==> src/rtl/kgp_pkg.sv <==
// Shared definitions for the instruction-fetch unit: widths, the HALT opcode,
// the fetch FSM state encoding and a word-alignment helper.
package kgp_pkg;

  localparam int PC_W    = 32;
  localparam int IADDR_W = 10;
  localparam int INSTR_W = 32;
  localparam int OPC_W   = 6;
  localparam int FUNC_W  = 5;
  localparam int OFF_W   = 16;

  localparam logic [OPC_W-1:0] OP_HALT = 6'b111111;

  // Clears the two byte-offset bits so every PC is a word address.
  localparam logic [PC_W-1:0] PC_ALIGN_MASK = {{(PC_W-2){1'b1}}, 2'b00};

  typedef enum logic [2:0] {
    ST_IDLE  = 3'd0,
    ST_FETCH = 3'd1,
    ST_WAIT  = 3'd2,
    ST_ISSUE = 3'd3,
    ST_HALT  = 3'd4
  } fetch_state_e;

  // Truncates a byte address down to the enclosing word.
  function automatic logic [PC_W-1:0] align_word(input logic [PC_W-1:0] addr);
    return addr & PC_ALIGN_MASK;
  endfunction

endpackage

==> src/rtl/instr_fetch_if.sv <==
// Bus bundle between the fetch unit (master) and its environment (slave):
// instruction-memory read port, execute-stage feedback and the IR outputs.
interface instr_fetch_if;
  import kgp_pkg::*;

  // instruction memory
  logic                      imem_en;
  logic [IADDR_W-1:0]        imem_addr;
  logic [INSTR_W-1:0]        imem_rdata;

  // execute-stage feedback
  logic                      ex_done;
  logic                      branch_taken;
  logic signed [OFF_W-1:0]   br_offset;
  logic                      jump;
  logic [PC_W-1:0]           jump_target;

  // instruction register and status
  logic [INSTR_W-1:0]        instr;
  logic [OPC_W-1:0]          opcode;
  logic [FUNC_W-1:0]         func;
  logic                      instr_valid;
  logic [PC_W-1:0]           pc;
  logic                      halted;

  modport master (
    output imem_en, imem_addr, instr, opcode, func, instr_valid, pc, halted,
    input  imem_rdata, ex_done, branch_taken, br_offset, jump, jump_target
  );

  modport slave (
    input  imem_en, imem_addr, instr, opcode, func, instr_valid, pc, halted,
    output imem_rdata, ex_done, branch_taken, br_offset, jump, jump_target
  );

endinterface

==> src/rtl/instr_fetch_pc_next.sv <==
// Next-PC selection: absolute jump, PC-relative branch or sequential step.
// Purely combinational; all arithmetic wraps modulo 2^PC_W and the result
// is forced to a word boundary.
module pc_next
  import kgp_pkg::*;
(
  input  logic [PC_W-1:0]         pc_i,
  input  logic                    jump_i,
  input  logic                    branch_taken_i,
  input  logic signed [OFF_W-1:0] br_offset_i,
  input  logic [PC_W-1:0]         jump_target_i,
  output logic [PC_W-1:0]         next_pc_o
);

  logic [PC_W-1:0]        seq_pc;
  logic signed [PC_W-1:0] br_disp;
  logic [PC_W-1:0]        br_pc;
  logic [PC_W-1:0]        raw_pc;

  // Word offset sign-extended and scaled to bytes (<<2).
  assign br_disp = {{(PC_W-OFF_W-2){br_offset_i[OFF_W-1]}}, br_offset_i, 2'b00};
  assign seq_pc  = pc_i + PC_W'(4);
  assign br_pc   = seq_pc + $unsigned(br_disp);

  // Jump outranks a taken branch when both are reported together.
  always_comb begin
    raw_pc = seq_pc;
    if (jump_i) begin
      raw_pc = jump_target_i;
    end else if (branch_taken_i) begin
      raw_pc = br_pc;
    end
  end

  assign next_pc_o = align_word(raw_pc);

endmodule

==> src/rtl/instr_fetch.sv <==
// Instruction fetch unit: a Moore FSM (IDLE, FETCH, WAIT, ISSUE, HALT) that
// reads one word from instruction memory, holds it in IR until the execute
// stage reports completion, then advances the PC (sequential, branch or
// jump). A HALT opcode in IR parks the unit until reset.
module instr_fetch
  import kgp_pkg::*;
(
  input  logic          clk,
  input  logic          rst,
  instr_fetch_if.master bus
);

  fetch_state_e          state_q, state_d;
  logic [PC_W-1:0]       pc_q, pc_d;
  logic [INSTR_W-1:0]    ir_q, ir_d;
  logic [PC_W-1:0]       pc_nxt;
  logic                  ir_is_halt;

  pc_next u_pc_next (
    .pc_i           (pc_q),
    .jump_i         (bus.jump),
    .branch_taken_i (bus.branch_taken),
    .br_offset_i    (bus.br_offset),
    .jump_target_i  (bus.jump_target),
    .next_pc_o      (pc_nxt)
  );

  assign ir_is_halt = (ir_q[INSTR_W-1 -: OPC_W] == OP_HALT);

  // State, PC and IR registers; reset discards any in-flight fetch.
  always_ff @(posedge clk or negedge rst) begin
    if (!rst) begin
      state_q <= ST_IDLE;
      pc_q    <= '0;
      ir_q    <= '0;
    end else begin
      state_q <= state_d;
      pc_q    <= pc_d;
      ir_q    <= ir_d;
    end
  end

  // Next-state, next-PC/IR and Moore outputs decoded from the current state.
  always_comb begin
    state_d         = state_q;
    pc_d            = pc_q;
    ir_d            = ir_q;
    bus.imem_en     = 1'b0;
    bus.instr_valid = 1'b0;
    bus.halted      = 1'b0;
    unique case (state_q)
      ST_IDLE: begin
        state_d = ST_FETCH;
      end
      ST_FETCH: begin
        bus.imem_en = 1'b1;
        state_d     = ST_WAIT;
      end
      ST_WAIT: begin
        // Memory data is valid in this cycle only; capture it into IR.
        ir_d    = bus.imem_rdata;
        state_d = ST_ISSUE;
      end
      ST_ISSUE: begin
        bus.instr_valid = 1'b1;
        // HALT wins over a completion report for the same instruction.
        if (ir_is_halt) begin
          state_d = ST_HALT;
        end else if (bus.ex_done) begin
          pc_d    = pc_nxt;
          state_d = ST_FETCH;
        end
      end
      ST_HALT: begin
        bus.halted = 1'b1;
      end
      default: begin
        state_d = ST_IDLE;
      end
    endcase
  end

  assign bus.imem_addr = pc_q[IADDR_W+1:2];
  assign bus.pc        = pc_q;
  assign bus.instr     = ir_q;
  assign bus.opcode    = ir_q[INSTR_W-1 -: OPC_W];
  assign bus.func      = ir_q[FUNC_W-1:0];

endmodule

==> src/flat_wrapper.sv <==
// flat-port wrapper written by rule: the top's interface ports become plain ports
module instr_fetch_flat import kgp_pkg::*;
  (clk, rst, bus_imem_en, bus_imem_addr, bus_instr, bus_opcode, bus_func, bus_instr_valid, bus_pc, bus_halted, bus_imem_rdata, bus_ex_done, bus_branch_taken, bus_br_offset, bus_jump, bus_jump_target);
  instr_fetch_if bus_i ();
  input  logic clk;
  input  logic rst;
  output wire logic [$bits(bus_i.imem_en)-1:0] bus_imem_en;
  output wire logic [$bits(bus_i.imem_addr)-1:0] bus_imem_addr;
  output wire logic [$bits(bus_i.instr)-1:0] bus_instr;
  output wire logic [$bits(bus_i.opcode)-1:0] bus_opcode;
  output wire logic [$bits(bus_i.func)-1:0] bus_func;
  output wire logic [$bits(bus_i.instr_valid)-1:0] bus_instr_valid;
  output wire logic [$bits(bus_i.pc)-1:0] bus_pc;
  output wire logic [$bits(bus_i.halted)-1:0] bus_halted;
  input wire logic [$bits(bus_i.imem_rdata)-1:0] bus_imem_rdata;
  input wire logic [$bits(bus_i.ex_done)-1:0] bus_ex_done;
  input wire logic [$bits(bus_i.branch_taken)-1:0] bus_branch_taken;
  input wire logic [$bits(bus_i.br_offset)-1:0] bus_br_offset;
  input wire logic [$bits(bus_i.jump)-1:0] bus_jump;
  input wire logic [$bits(bus_i.jump_target)-1:0] bus_jump_target;
  assign bus_imem_en = bus_i.imem_en;
  assign bus_imem_addr = bus_i.imem_addr;
  assign bus_instr = bus_i.instr;
  assign bus_opcode = bus_i.opcode;
  assign bus_func = bus_i.func;
  assign bus_instr_valid = bus_i.instr_valid;
  assign bus_pc = bus_i.pc;
  assign bus_halted = bus_i.halted;
  assign bus_i.imem_rdata = bus_imem_rdata;
  assign bus_i.ex_done = bus_ex_done;
  assign bus_i.branch_taken = bus_branch_taken;
  assign bus_i.br_offset = bus_br_offset;
  assign bus_i.jump = bus_jump;
  assign bus_i.jump_target = bus_jump_target;
  instr_fetch u_core (.clk(clk), .rst(rst), .bus(bus_i));
endmodule
==> config.mk <==
export PLATFORM = sky130hd
export DESIGN_NAME = instr_fetch_flat
export DESIGN_NICKNAME = d
export VERILOG_FILES = /design/src/rtl/kgp_pkg.sv /design/src/rtl/instr_fetch_if.sv /design/src/rtl/instr_fetch_pc_next.sv /design/src/rtl/instr_fetch.sv /design/src/flat_wrapper.sv
export SDC_FILE = /design/constraint.sdc
export NUM_CORES = 1
export LEC_CHECK = 0
export ABC_AREA = 1
export CORE_ASPECT_RATIO = 0.7
export CORE_MARGIN = 5
export CORE_UTILIZATION = 50
export CTS_CLUSTER_DIAMETER = 60
export DETAILED_ROUTE_END_ITERATION = 6
export PLACE_DENSITY = 0.82
export SYNTH_ARGS = -nofsm -noshare
export SYNTH_HDL_FRONTEND = slang
export SYNTH_SLANG_ARGS = --single-unit
==> constraint.sdc <==
create_clock -name clk -period 3.8 [get_ports clk]
set_clock_uncertainty 0.2 [all_clocks]
set_input_delay 0.38 -clock clk [delete_from_list [all_inputs] [get_ports clk]]
set_output_delay 0.38 -clock clk [all_outputs]
set_load 0.01 [all_outputs]
[Yosys cells after proc, flatten, opt, wreduce, memory -nomap -nowiden]
Cells that the tools add are included.
Word-level totals
  latch bits: 0
  word-level logic and storage cells: 24
  memories kept: 0
  input bits: 85
  memory bits (read-only): 0
  register bits after elaboration: 65
  RAM bits: 0
Cells by class
  eq/ne operators: 6
  divide/modulo/power cells: 0
  shift-type cells: 0
  add/sub/neg operators: 2
  bitwise gates (word level): 2
  reductions and logical operators: 3
  multipliers: 0
  multiplexer cells: 8
  $lt $le $gt $ge: 0
Operator list (number)
  32-bit two-way mux: 2
  32-bit by 3-bit adder with 32-bit output (second input constant): 1
  32-bit adder: 1
  3-bit case mux with 5 select lines: 1
  3-bit by 2-bit equality test with 1-bit output (second input constant): 2
  6-bit equality test (second input constant): 1
  3-bit two-way mux: 2
  3-bit by 1-bit equality test with 1-bit output (second input constant): 1
  3-bit equality test (second input constant): 1
  3-bit logical NOT: 1
  1-bit two-way mux: 3
  3-bit by 2-bit inequality test with 1-bit output (second input constant): 1
  3-bit AND reduction: 1
  1-bit inverter: 2
  2-bit AND reduction: 1

[Depth between registers and ports, before layout]
  depth in word-level cells: 4
  gate-level depth with buffers: 25
  mapped depth without buffers: 25

[Cells and area by module]
From an unflattened synthesis, not the netlist that was laid out.
Second synthesis, totals
  cells, all modules: 1047
  area, all modules: 6565.0 sq um
Modules (own cells, without submodules)
  pc_next: area an instance 3682.3 sq um, times used 1, seq. area each 0.0 sq um, cells an instance 724
  instr_fetch: area an instance 2882.8 sq um, times used 1, seq. area each 1676.6 sq um, cells an instance 323

[Worst setup path after synthesis]
OpenSTA, ideal clock, no wires.
  path type: reg2reg
  from: register u_core.pc_q[3], in the netlist u_core.bus.pc[3]
  to: register u_core.pc_q[29], in the netlist u_core.bus.pc[29]
  clock period less this slack: 2.838 ns
  setup time: 0.122 ns
  arrival: 2.516 ns
  cell stages (with the launch flop): 20
  setup slack: 0.962 ns
  cells stage by stage: dfrtp_1 > ha_1 > inv_1 > nor3_2 > nand3_1 > nor2_1 > xor2_1 > inv_1 > ha_1 > nand2_1 > nand2_1 > o21bai_1 > nand2_1 > nand2_1 > a21oi_1 > nand2_1 > nand2_1 > nand3_1 > nand2_1 > a21oi_1
On the way
  longest elaborated chain between the ends: 4
Ends and longest elaborated chain
  from (decl): RTL line instr_fetch.sv:14  | logic [PC_W-1:0] pc_q, pc_d;
  from (signal assigned): RTL line instr_fetch.sv:38  | pc_q <= pc_d;
  32-bit by 3-bit adder with 32-bit output (*): RTL line instr_fetch_pc_next.sv:22  | assign seq_pc = pc_i + PC_W'(4);
  32-bit adder: RTL line instr_fetch_pc_next.sv:23  | assign br_pc = seq_pc + $unsigned(br_disp);
  32-bit two-way mux (*): RTL line instr_fetch_pc_next.sv:30  | end else if (branch_taken_i) begin
  32-bit two-way mux (*): RTL line instr_fetch_pc_next.sv:28  | if (jump_i) begin
Mark *: on every way between the ends. The rest lies on a longest branch, timed or not.
A chain may end at the register's enable or synchronous reset.

[Worst setup path after layout]
  from: register u_core.pc_q[3], in the netlist u_core.bus.pc[3]
  to: register u_core.pc_q[27], in the netlist u_core.bus.pc[27]
The elaborated chain is that of the path after synthesis.

==> Flow_metrics.wiki <==
{| class="wikitable"
! Metric !! Value
|-
| Run status || completed
|-
| Vias in the first global route || 6141
|-
| Number of pins with negative max-slew slack in the final report || 0
|-
| Post-synthesis instance area || 0.00626 mm2
|-
| Data arrival time of the critical path || 3.60 ns
|-
| Number of H-tree levels || 3
|-
| Count of nets left with antenna violations after detail routing || 0
|-
| Global-route wire length before repair || 31.5 mm
|-
| Crit. Startpoint || u_core.bus.pc[3]
|-
| Critical Path Sink Type || flip-flop
|-
| Core Region || between 0.01 and 0.015 mm2
|-
| Row count || 34
|-
| Inserted Clock Buffers || 9
|-
| Worst-case setup margin in the final layout || 0.254 ns
|-
| Cell Count, Final, Fillers Out || 1260
|-
| Worst skew pair latency || 0.33 ns
|-
| Final Hold Violating Endpoints || 0
|-
| DRC violations left || 0
|-
| Port bufs || 168
|-
| Setup repair after global routing missed its margin || no
|-
| Vert. Die Dim || 104 um
|-
| Number of setup violations in the final report || 0
|-
| TritonCTS Sinks || 65
|-
| Max Buffers Root-to-Sink || 2
|-
| Buffers inserted during post-CTS setup optimization || 0
|-
| Router iterations before antenna repair || 5
|-
| Antenna diode count || 0
|-
| DP HPWL || between 15 and 20 mm
|-
| Async set-reset flop share out of synthesis || 100%
|-
| Root Buffer Master || clkbuf_16
|-
| Max_cap viols || 0
|-
| Peak VDD IR || ~430 uV
|-
| Internal cell power || 3.54 mW
|-
| Maximum number of pins on one net before global-route repair || 50
|-
| FF+latch count, synth || 65
|-
| Cell area power density || roughly 800 mW/mm2
|-
| Post-Route Setup TNS || 0 ns
|-
| EDFF count, synth || 0
|-
| Reg2reg path depth || 18
|-
| Layout area overhead || 31.7%
|-
| Top cells by area, synth || dfrtp_1, nand2_1, inv_1, ha_1, a21oi_1
|-
| Total routing usage reported by global routing || 26.3%
|-
| Leading register cell type out of synthesis || dfrtp_1
|-
| Die ar. || 0.0149 mm2
|-
| Via count || about 6600
|-
| Post-synthesis instance total || 949
|-
| Count of placed standard cells including taps || 1243
|-
| Top-Level Pins || 173
|-
| Net Sw Power || a little over 3 mW
|-
| Setup slack on the worst flop-to-flop path || approximately 0.25 ns
|-
| Relative slew margins || around two fifths
|-
| Proportion of layout cells with a drive suffix above 1 || 8.01%
|-
| Sw Share || a little under half
|-
| Startpoint type of the worst setup path || flip-flop
|-
| Count of cell types in the netlist || ~40
|-
| Starting DRC count in detailed routing || about 540
|-
| Clock share of power || 12.5%
|-
| R2R Path End || u_core.bus.pc[27]
|-
| Hold buffers post-CTS || 1
|-
| Final net count || 1216
|-
| Count of warnings emitted by yosys || 0
|-
| Part of the total power dissipated in sequential elements || 21.8%
|-
| Final clock period utilization by the worst path || approximately 93%
|-
| Capturing instance or port of the critical path || u_core.bus.pc[27]
|-
| Number of gates resized after cts || 0
|-
| Grt ovf || 0
|-
| CP Data Required Time || roughly 3.9 ns
|-
| TritonCTS clock tree || yes
|-
| Static leakage || just over 4 nW
|-
| Proportion of synthesized chip area in sequential cells || 26.0%
|-
| Post-Route WL || roughly 20 mm
|-
| R2r startpoint || u_core.bus.pc[3]
|-
| Detail-routed net length per standard cell || 15.7 um
|-
| Detailed-route vias per instance || 5.24
|-
| Commonest non-fill, non-tap cells in the layout || nand2_1, clkdlybuf4s50_1, inv_1
|-
| Horizontal die dimension || approximately 140 um
|-
| Mean Syn Cell Area || 6.59 um2
|-
| Sum of internal, switching and leakage power || roughly 6.6 mW
|-
| Top cell type by total area after synthesis || dfrtp_1
|-
| Antenna violations before repair || 0
|-
| Pre-CTS worst setup slack || 0.346 ns
|-
| Max FO, Critical Path || 7
|-
| Clock-pin slew on the worst setup and hold paths || 0.05 ns
|-
| Effective utilization at floorplan || between 50% and 60%
|-
| Filler instances || roughly 1100
|-
| Classification of the worst setup path || flip-flop to flip-flop
|-
| Comb power frac || 65.7%
|-
| Final critical-path required period || 3.55 ns
|-
| Fmax || about 280 MHz
|-
| Min-delay worst type || flip-flop to flip-flop
|-
| Routability congestion estimate from global placement || 0.968
|-
| Area share of the largest cell type after synthesis || 26.0%
|-
| Slew @ Worst Pin || 0.906 ns
|-
| Most frequent standard cell in the layout excluding fill and tap cells || nand2_1
|}
synth_stat cells, drive strengths merged (10+ instances only):
library cell and n:
mux2 30, ha 37, xor2 27, inv 135
buf 30, clkbuf 14, dfrtp 65, a21boi 10
a21oi 75, nand3 63, o21ai 29, nor2 86
nand2 293
how the worst min path moves through the flow:
| stage | startpoint | endpoint | slack (ns) | cells after the start |
|---|---|---|---|---|
| 3_3_place_gp | u_core.state_q[2] | u_core.state_q[0] | 0.25 | 1 |
| 6_report | u_core.state_q[2] | u_core.state_q[0] | 0.25 | 1 |
| 5_1_grt | u_core.state_q[2] | u_core.state_q[0] | 0.28 | 1 |
| 4_1_cts | u_core.state_q[2] | u_core.state_q[0] | 0.25 | 1 |
| 3_5_place_dp | u_core.state_q[2] | u_core.state_q[0] | 0.23 | 1 |
| 2_1_floorplan | rst | u_core.bus.instr[0] | -0.12 | 0 |
critical path: stages, from the launching register on:
cell      delay, ns
dfrtp_1        0.48
ha_1           0.27
inv_1          0.10
nor3_2         0.25
nand3_1        0.19
nor2_1         0.16
xor2_1         0.22
inv_1          0.08
ha_1           0.39
nand2_1        0.12
nor2_1         0.25
nand2_1        0.12
nor2_1         0.11
nand2_1        0.09
nand3_1        0.08
nand2_1        0.05
nand3_1        0.09
nand2_1        0.09
a21boi_2       0.12
state kept, by name, indices dropped and copies added, names as in the netlist:
name / count
u_core.state_q: 3
u_core.bus.instr: 32
u_core.bus.pc: 30
cells by family (layout without fill, tap and decap cells):
logic type                 after synthesis  in the layout  share of synthesized area (%)
and+or+nand+nor                        469            469                           31.9
buffers and inverters                  179            327                           12.3
xor gates and xnor gates                34             34                           4.76
DFF                                     65             65                           26.0
AOI/OAI and AO/OA                      133            133                           12.0
muxes                                   30             30                           5.40
adders and majority gates               38             38                           7.72
other                                    1              2                         0.0599
cell type report:
| class | count | area, um2 | area share (%) |
|---|---|---|---|
| sequential | 65 | 1630 | 19.7 |
| clock buffer | 11 | 243 | 2.95 |
| inverter | 135 | 507 | 6.15 |
| multi-input combinational | 706 | 3870 | 46.9 |
| tap | 162 | 203 | 2.46 |
| timing repair buffer | 176 | 1740 | 21.1 |
| clock inverter | 5 | 55.1 | 0.668 |
per-stage QoR:
stage	instance area [um2]	hold WS [ns]	utilization, %
after floorplan	6260	-0.116	-
after global placement	7930	0.246	64.3
after detailed placement	7930	0.232	64.3
after CTS	8240	0.251	66.8
after global routing	8240	0.284	66.8
final	8240	0.253	66.8
power groups by stage:
| stage | Sequential (mW) | Clock, mW | Combinational, mW |
|---|---|---|---|
| finish | 1.43 | 0.819 | 4.32 |
| global placement | 1.41 | 0 | 4.19 |
| floorplan | 1.49 | 0 | 2.64 |
| global route | 1.49 | 0.861 | 4.77 |
| detailed placement | 1.43 | 0 | 4.27 |
| CTS | 1.43 | 0.828 | 4.30 |
routing by layer:
layer	up-vias	part of all wire, %	global-route usage (%)
met5	-	0	0
met4	0	1.4	5.51
met3	22	8.9	5.53
met1	3033	45	37.8
li1	3284	-	-
met2	263	45	41.0
Power figures use the tool's default switching activity.
